==> src/rtl/video_pkg.sv <==
// Shared video-path types and screen geometry for the drawing/VGA blocks.
package video_pkg;
  localparam int SCREEN_W = 160;
  localparam int SCREEN_H = 120;
  localparam int X_W      = 8;
  localparam int Y_W      = 7;
  localparam int COLOUR_W = 18;
  localparam int ADDR_W   = 15;

  typedef struct packed {
    logic [ADDR_W-1:0]   addr;
    logic [COLOUR_W-1:0] colour;
  } pixel_entry_t;

  // y*160 + x built from shifts: y*128 + y*32 + x
  function automatic logic [ADDR_W-1:0] pix_addr(input logic [X_W-1:0] x,
                                                 input logic [Y_W-1:0] y);
    return (ADDR_W'(y) << 7) + (ADDR_W'(y) << 5) + ADDR_W'(x);
  endfunction
endpackage

==> src/rtl/sync_fifo.sv <==
// Show-ahead synchronous FIFO; the head entry is held in a register so dout is flop-driven.
module sync_fifo #(
  parameter int unsigned DW    = 8,
  parameter int unsigned DEPTH = 8
) (
  input  logic                     clock,
  input  logic                     reset,
  input  logic                     push,
  input  logic [DW-1:0]            din,
  input  logic                     pop,
  output logic [DW-1:0]            dout,
  output logic                     dout_vld,
  output logic                     full,
  output logic                     empty,
  output logic [$clog2(DEPTH):0]   count
);
  localparam int AW = $clog2(DEPTH);
  localparam logic [AW:0]   PTR_ONE = (AW+1)'(1);

  logic [DW-1:0] mem [DEPTH];
  logic [AW:0]   wr_ptr_q, wr_ptr_d, rd_ptr_q, rd_ptr_d;
  logic [DW-1:0] head_q, head_d;
  logic          vld_q, vld_d;
  logic          push_ok, pop_ok;

  assign empty    = (wr_ptr_q == rd_ptr_q);
  assign full     = (wr_ptr_q[AW] != rd_ptr_q[AW]) && (wr_ptr_q[AW-1:0] == rd_ptr_q[AW-1:0]);
  assign count    = wr_ptr_q - rd_ptr_q;
  assign pop_ok   = pop && vld_q;
  // a pop frees a slot in the same cycle, so push into a full FIFO is fine then
  assign push_ok  = push && (!full || pop_ok);
  assign dout     = head_q;
  assign dout_vld = vld_q;

  always_comb begin
    wr_ptr_d = push_ok ? wr_ptr_q + PTR_ONE : wr_ptr_q;
    rd_ptr_d = pop_ok  ? rd_ptr_q + PTR_ONE : rd_ptr_q;
    vld_d    = (wr_ptr_d != rd_ptr_d);
    head_d   = head_q;
    if (pop_ok)
      head_d = (push_ok && rd_ptr_d == wr_ptr_q) ? din : mem[rd_ptr_d[AW-1:0]];
    else if (!vld_q && push_ok)
      head_d = din;
  end

  always_ff @(posedge clock or posedge reset) begin
    if (reset) begin
      wr_ptr_q <= '0;
      rd_ptr_q <= '0;
      head_q   <= '0;
      vld_q    <= 1'b0;
    end else begin
      wr_ptr_q <= wr_ptr_d;
      rd_ptr_q <= rd_ptr_d;
      head_q   <= head_d;
      vld_q    <= vld_d;
    end
  end

  always_ff @(posedge clock)
    if (push_ok) mem[wr_ptr_q[AW-1:0]] <= din;
endmodule

==> src/rtl/pixel_write_sink.sv <==
// Range-checks drawer pixel writes, linearises (x,y) and queues them for the framebuffer port.
module pixel_write_sink
  import video_pkg::*;
#(
  parameter int unsigned DEPTH  = 8,
  parameter int unsigned WIDTH  = SCREEN_W,
  parameter int unsigned HEIGHT = SCREEN_H
) (
  input  logic                clock,
  input  logic                reset,
  input  logic [X_W-1:0]      vga_x,
  input  logic [Y_W-1:0]      vga_y,
  input  logic [COLOUR_W-1:0] vga_colour,
  input  logic                vga_write,
  output logic                busy,
  output logic                idle,
  output logic [ADDR_W-1:0]   fb_addr,
  output logic [COLOUR_W-1:0] fb_data,
  output logic                fb_we,
  input  logic                fb_ready,
  output logic [7:0]          drop_count
);
  localparam int AW = $clog2(DEPTH);
  localparam logic [AW:0] BUSY_LVL = (AW+1)'(DEPTH-1);

  pixel_entry_t in_entry_q, in_entry_d, head;
  logic         in_vld_q, in_vld_d;
  logic [7:0]   drop_count_q, drop_count_d;
  logic [8:0]   drop_sum;
  logic         in_range, range_drop, ovf_drop, pop;
  logic         fifo_full, fifo_empty, fifo_vld;
  logic [AW:0]  fifo_count;

  assign pop = fb_we && fb_ready;

  always_comb begin
    in_range          = (32'(vga_x) < WIDTH) && (32'(vga_y) < HEIGHT);
    range_drop        = vga_write && !in_range;
    in_vld_d          = vga_write && in_range;
    in_entry_d.addr   = pix_addr(vga_x, vga_y);
    in_entry_d.colour = vga_colour;
    // only reachable when a driver ignored busy
    ovf_drop          = in_vld_q && fifo_full && !pop;
    drop_sum          = {1'b0, drop_count_q} + {8'd0, range_drop} + {8'd0, ovf_drop};
    drop_count_d      = drop_sum[8] ? 8'hFF : drop_sum[7:0];
  end

  always_ff @(posedge clock or posedge reset) begin
    if (reset) begin
      in_vld_q     <= 1'b0;
      in_entry_q   <= '0;
      drop_count_q <= '0;
    end else begin
      in_vld_q     <= in_vld_d;
      in_entry_q   <= in_entry_d;
      drop_count_q <= drop_count_d;
    end
  end

  sync_fifo #(.DW($bits(pixel_entry_t)), .DEPTH(DEPTH)) u_fifo (
    .clock    (clock),
    .reset    (reset),
    .push     (in_vld_q),
    .din      (in_entry_q),
    .pop      (pop),
    .dout     (head),
    .dout_vld (fifo_vld),
    .full     (fifo_full),
    .empty    (fifo_empty),
    .count    (fifo_count)
  );

  assign fb_addr    = head.addr;
  assign fb_data    = head.colour;
  assign fb_we      = fifo_vld;
  assign busy       = (fifo_count >= BUSY_LVL);
  assign idle       = fifo_empty && !fb_we && !in_vld_q;
  assign drop_count = drop_count_q;
endmodule

==> config.mk <==
export PLATFORM = sky130hd
export DESIGN_NAME = pixel_write_sink
export DESIGN_NICKNAME = d
export VERILOG_FILES = /design/src/rtl/video_pkg.sv /design/src/rtl/sync_fifo.sv /design/src/rtl/pixel_write_sink.sv
export SDC_FILE = /design/constraint.sdc
export NUM_CORES = 1
export LEC_CHECK = 0
export CAP_MARGIN = 10
export CORE_ASPECT_RATIO = 0.5
export CORE_MARGIN = 2
export CORE_UTILIZATION = 55
export CTS_BUF_LIST = sky130_fd_sc_hd__clkbuf_4
export DETAILED_ROUTE_END_ITERATION = 10
export GPL_ROUTABILITY_DRIVEN = 0
export MAX_ROUTING_LAYER = met4
export PLACE_DENSITY = 0.74
export SYNTH_ARGS = -nofsm -noshare
export SYNTH_HDL_FRONTEND = slang
export SYNTH_SLANG_ARGS = --single-unit
==> constraint.sdc <==
create_clock -name clock -period 5.75 [get_ports clock]
set_clock_uncertainty 0.1 [all_clocks]
set_input_delay 1.15 -clock clock [delete_from_list [all_inputs] [get_ports clock]]
set_output_delay 1.15 -clock clock [all_outputs]
set_load 0.05 [all_outputs]
* Word-level counts from Yosys, hierarchy flattened
Memories as Yosys holds them, arrays and structs flattened. Index checks and enable logic that the tools add are counted.
Cells by class: add/sub/neg operators 7, $mul 0, div/mod/pow operators 0, $lt $le $gt $ge 3, eq/ne operators 5, shift-type cells 0, mux-type cells 8, bitwise operators 0, reduce and logical (&&, ||, !) cells 20
Operators with widths (count):
- $mux W33 | 3
- $add A14 B12 Y15 | 1
- $add A15 B8 Y15 | 1
- $logic_and A1 B1 Y1 | 13
- $add A8 B1 Y9 | 1
- $add A9 B1 Y9 | 1
- $add A4 B1 Y4 const B | 2
- $eq A4 B4 Y1 | 2
- $lt A8 B8 Y1 const B | 1
- $mux W4 | 2
- $mux W8 | 1
- $lt A7 B7 Y1 const B | 1
- $logic_not A1 Y1 | 5
- $ge A4 B3 Y1 const B | 1
- $ne A4 B4 Y1 | 1
- $sub A4 B4 Y4 | 1
- $eq A3 B3 Y1 | 1
- $mux W1 | 2
- $reduce_bool A2 Y1 | 1
- $logic_or A1 B1 Y1 | 1
- $ne A1 B1 Y1 | 1
Storage, ports and cells: register bits after elaboration 84, latch bits 0, RAM bits 264, bits in read-only memories 0, input port bits 37, output and inout bits 44, word-level logic and storage cells 52, memories 1
Memories:
- u_fifo.mem | words 8, bits a word 33, rd ports 1, clocked after Yosys merged registers in 0, write ports 1, line sync_fifo.sv:20 | logic [DW-1:0] mem [DEPTH];

* Longest topological paths before layout
word-level depth 8, gate-level depth with buffers 13, depth with buffers taken out 12

* By module
From an unflattened synthesis, not the netlist that was laid out.
Unflattened totals: cells, all modules 1087, area total of the unflattened synthesis 14044.7 um^2
Modules (own cells, without submodules):
- sync_fifo | instances 1, cells each 956, area each 12334.3 um^2, seq. area each 8978.6 um^2
- pixel_write_sink | instances 1, cells each 131, area each 1710.4 um^2, seq. area each 1051.0 um^2

* Worst setup path after synthesis
OpenSTA, ideal clock, no wires.
path kind input port to flip-flop, start in fb_ready, end mem u_fifo.mem[0][0] (netlist bit), enable pin, setup time 0.506 ns, data arrival time 4.611 ns, data required time 5.144 ns, slack 0.533 ns, cell stages on the path 3, buffers on the path 0, path through and2_4 o31ai_4 nor4_1
On the way: word-level cells in the longest chain between the ends 6
Ends and longest elaborated chain:
- start, declared | line pixel_write_sink.sv:20 | input logic fb_ready,
- $logic_and A1 B1 Y1 | line pixel_write_sink.sv:34 | assign pop = fb_we && fb_ready;
- $logic_and A1 B1 Y1 | line sync_fifo.sv:29 | assign pop_ok = pop && vld_q;
- $logic_or A1 B1 Y1 | line sync_fifo.sv:31 | assign push_ok = push && (!full || pop_ok);
- $logic_and A1 B1 Y1 | line sync_fifo.sv:31
- $mux W1 | line sync_fifo.sv:61 | if (push_ok) mem[wr_ptr_q[AW-1:0]] <= din;
- $mux W1 (implied by the code) | line sync_fifo.sv:61
- end, declared | line sync_fifo.sv:20
Every way passes these cells.

* Final worst setup path
start reg u_fifo.rd_ptr_q[2], end out idle
On the way: word-level cells in the longest chain between the ends 3
Ends and longest elaborated chain:
- start, declared | line sync_fifo.sv:21 | logic [AW:0] wr_ptr_q, wr_ptr_d, rd_ptr_q, rd_ptr_d;
- start signal, assigned | line sync_fifo.sv:54 | rd_ptr_q <= rd_ptr_d;
- $eq A4 B4 Y1 | line sync_fifo.sv:26 | assign empty = (wr_ptr_q == rd_ptr_q);
- $logic_and A1 B1 Y1 (2 in a row) | line pixel_write_sink.sv:77 | assign idle = fifo_empty && !fb_we && !in_vld_q;
- end, declared | line pixel_write_sink.sv:16 | output logic idle,
Every way passes these cells.

==> impl_metrics.env <==
export IMPL_status="completed"
export IMPL_synth_largest_area_cell="edfxtp_1"
export IMPL_pin_slew_with_the_least_headroom_to_its_limit_ns=0.9005
export IMPL_layout_cells_non_filler=1406
export IMPL_numClockSinks=348
export IMPL_cts_tree="yes"
export IMPL_synth_top_cells_by_count="edfxtp_1, mux2i_1, nand2_1, dfrtp_1, a22oi_1"
export IMPL_combinationalPowerShare=0.385
export IMPL_floorplan_rows=41
export IMPL_maxCapViolCount=0
export IMPL_final_cell_area_sq_um=16210
export IMPL_die_area_sq_um=26620
export IMPL_ys_seq_area_frac=0.7221
export IMPL_leakagePower_nw=6.075
export IMPL_max_slew_margin=0.3988
export IMPL_synth_top_area_share=0.5708
export IMPL_timing_critical_path_to="idle"
export IMPL_clkTransAtPathRegs_ns=0.07
export IMPL_initial_utilization=0.5560
export IMPL_rsz0062_at_grt="no"
export IMPL_crit_start="u_fifo.rd_ptr_q[2]$_DFF_PP0_"
export IMPL_netlist_top_cells_area="edfxtp_1, dfrtp_1, mux2i_1, nand2_1, a221o_1"
export IMPL_worstPathRequired_ns=4.50
export IMPL_dieWidth_um=228.7
export IMPL_routed_wire_length_per_instance_um=21.08
export IMPL_synthCells=866
export IMPL_hold_buffers=0
export IMPL_synth_async_reset_ratio=0.2414
export IMPL_drc=0
export IMPL_antenna_violations_before_repair=1
export IMPL_placement_setup_worst_slack_ns=1.810
export IMPL_startpoint_to_endpoint_class_of_the_critical_path="flip-flop to output pin"
export IMPL_synth_ff_type="edfxtp_1"
export IMPL_critical_path_top_delay_family="buffers and inverters"
export IMPL_worstPathMaxFanout=10
export IMPL_die_y_um=116.4
export IMPL_io_buffer_count=80
export IMPL_first_pass_iters=5
export IMPL_final_fill_count=1776
export IMPL_detailed_place_hpwl_mm=15.98
export IMPL_routed_wirelength_mm=29.64
export IMPL_first_global_vias=8164
export IMPL_endpoint_kind="output pin"
export IMPL_tns_ns=0
export IMPL_finalHoldViolCount=0
export IMPL_report_final_setup_viol=0
export IMPL_root_buffer="clkbuf_4"
export IMPL_synth_most_common_cell="edfxtp_1"
export IMPL_area_of_combinational_cells_with_multiple_inputs_sq_um=3690
export IMPL_regArea_sq_um=10030
export IMPL_synth_avg_cell_area_sq_um=16.04
export IMPL_cts_repair_timing_setup_buffer_count=0
export IMPL_vdd_drop_max_mv=0.5154
export IMPL_cts_buffers_inserted=76
export IMPL_synth_nets=926
export IMPL_worstSetupPathDepth=5
export IMPL_worst_r2r_setup_slack_ns=2.25
export IMPL_crit_path_top_delay_cell="clkdlybuf4s50_1"
export IMPL_cts_repair_resize_count=0
export IMPL_drtIter0Drc=814
export IMPL_worst_setup_path_start_kind="flip-flop"
export IMPL_cts_root_to_sink_buffers=3
export IMPL_placedInstanceArea_sq_um=15190
export IMPL_timing_final_max_slew_violations=0
export IMPL_timing_hold_worst_class="flip-flop to flip-flop"
export IMPL_p_sw_frac=0.3808
export IMPL_worst_path_largest_cell_delay_ns=0.86
export IMPL_fmaxAchievable_mhz=215.4
export IMPL_r2r_worst_path_cells=8
export IMPL_syn2layout_area_growth_pct=16.69
export IMPL_placedCellCount=1265
export IMPL_drive_gt1_frac=0.1621
export IMPL_finish_net_count=1059
export IMPL_grt_first_pass_wirelength_mm=45.42
export IMPL_power_frac_seq=0.392
export IMPL_io_pins=81
export IMPL_reg2reg_to="u_fifo.dout[26]$_DFFE_PP0P_"
export IMPL_critical_path_buf_inv_count=2
export IMPL_route_antenna_remaining_nets=0
export IMPL_cp_data_arrival_time_ns=3.39
export IMPL_pwr_density_nw_per_um2=538.6
export IMPL_core_sq_um=24980
export IMPL_synth_seq_cells=348
export IMPL_power_frac_clock=0.222
export IMPL_largest_net_degree_at_the_start_of_global_routing=129
export IMPL_post_route_clock_period_utilization=0.8072
export IMPL_number_of_synthesized_flops_with_an_enable_pin=264
export IMPL_synth_lib_cells_used_distinct=60
export IMPL_syn_area_sq_um=13890
export IMPL_grt_remaining_overflow=0
export IMPL_total_switching_power_mw=3.324
export IMPL_worstReg2RegStart="u_fifo.rd_ptr_q[2]$_DFF_PP0_"
export IMPL_insertion_delay_ns=0.70
export IMPL_crit_chain="inv_1, ha_1, nand3_1, nor4b_1, clkdlybuf4s50_1"
export IMPL_setup_slack_ns=1.108
export IMPL_yosysWarnings=0
export IMPL_global_routing_usage_summed_across_all_routing_layers=0.2343
export IMPL_internal_power_mw=5.405
export IMPL_htreeDepth=3
export IMPL_via_per_inst=5.734
export IMPL_finalPower_mw=8.729
export IMPL_final_critical_path_required_period_ns=4.642
export IMPL_route_vias_total=8062
==> flip-flops by register name, indices dropped and copies added, names as in the netlist <==
| name | cells |
|---|---|
| u_fifo.dout_vld | 1 |
| u_fifo.wr_ptr_q | 4 |
| u_fifo.rd_ptr_q | 4 |
| in_entry_q | 33 |
| u_fifo.mem | 264 |
| in_vld_q | 1 |
| u_fifo.dout | 33 |
| drop_count | 8 |
==> worst min-delay path by stage <==
stage	start	end	slack [ns]	cells after the start
after detailed placement	drop_count[6]$_DFF_PP0_	drop_count[6]$_DFF_PP0_	0.41	1
after global placement	drop_count[6]$_DFF_PP0_	drop_count[6]$_DFF_PP0_	0.41	1
after CTS	drop_count[6]$_DFF_PP0_	drop_count[6]$_DFF_PP0_	0.43	1
after global routing	u_fifo.dout[0]$_DFFE_PP0P_	u_fifo.dout[0]$_DFFE_PP0P_	0.46	2
final	drop_count[6]$_DFF_PP0_	drop_count[6]$_DFF_PP0_	0.43	1
after floorplan	in_entry_q[0]$_DFF_PP0_	u_fifo.mem[0][0]$_DFFE_PP_	0.44	0
==> cells by family (layout without fill, tap and decap cells) <==
family	after synthesis	after routing	share of synthesized area
compound gates	166	166	0.09657
mux	102	102	0.07396
other cells	0	1	0
simple gates	134	134	0.04198
buf+inv	63	258	0.02072
xor+xnor	30	30	0.02180
flops	348	348	0.7221
fa+ha+maj	23	23	0.02288
==> placed cells by master (no fill, tap or decap), drive strengths merged, types with 2 or more instances in the layout <==
cell,count
o22ai,3
o2bb2ai,2
nor3,8
a32o,32
a221o,32
ha,19
o31ai,4
a21oi,5
edfxtp,264
nand2b,2
clkinv,13
mux2,2
xor2,13
a22oi,33
inv,19
fa,4
clkdlybuf4s50,80
clkbuf,123
xnor2,16
nand2,88
nand3b,3
o21ai,38
nor2,11
a21o,4
nand3,12
and2,3
dfrtp,84
mux2i,100
o41ai,2
buf,21
==> metrics by stage <==
stage               hold slack [ns]    util
finish                       0.4253  0.6488
global placement             0.4112  0.6079
detailed placement           0.4132  0.6079
global route                 0.4649  0.6488
floorplan                    0.4405       -
CTS                          0.4258  0.6487
==> metal layers <==
metal / track usage / wire length, um
met1: 0.3173 / 13210
met2: 0.3613 / 14050
met3: 0.04907 / 2096
met4: 0.07582 / 284
met5: - / 0
==> area by class of cell <==
cell class                      count  area share
Clock inverter                     17    0.005867
Clock buffer                      123     0.05697
Sequential cell                   348      0.6188
Inverter                           17    0.004091
Multi-Input combinational cell    455      0.2277
Timing Repair Buffer              101     0.05990
Antenna cell                        1   0.0001544
Tap cell                          344     0.02656
==> power by group through the flow <==
stage | logic (mW) | clock network [mW] | registers, mW
2_1_floorplan | 1.94 | 0 | 3.85
3_3_place_gp | 3.29 | 0 | 3.46
3_5_place_dp | 3.35 | 0 | 3.48
4_1_cts | 3.37 | 1.99 | 3.43
5_1_grt | 3.58 | 2.11 | 3.47
6_report | 3.36 | 1.94 | 3.42
Note: power is estimated with default switching activity, not from simulation.
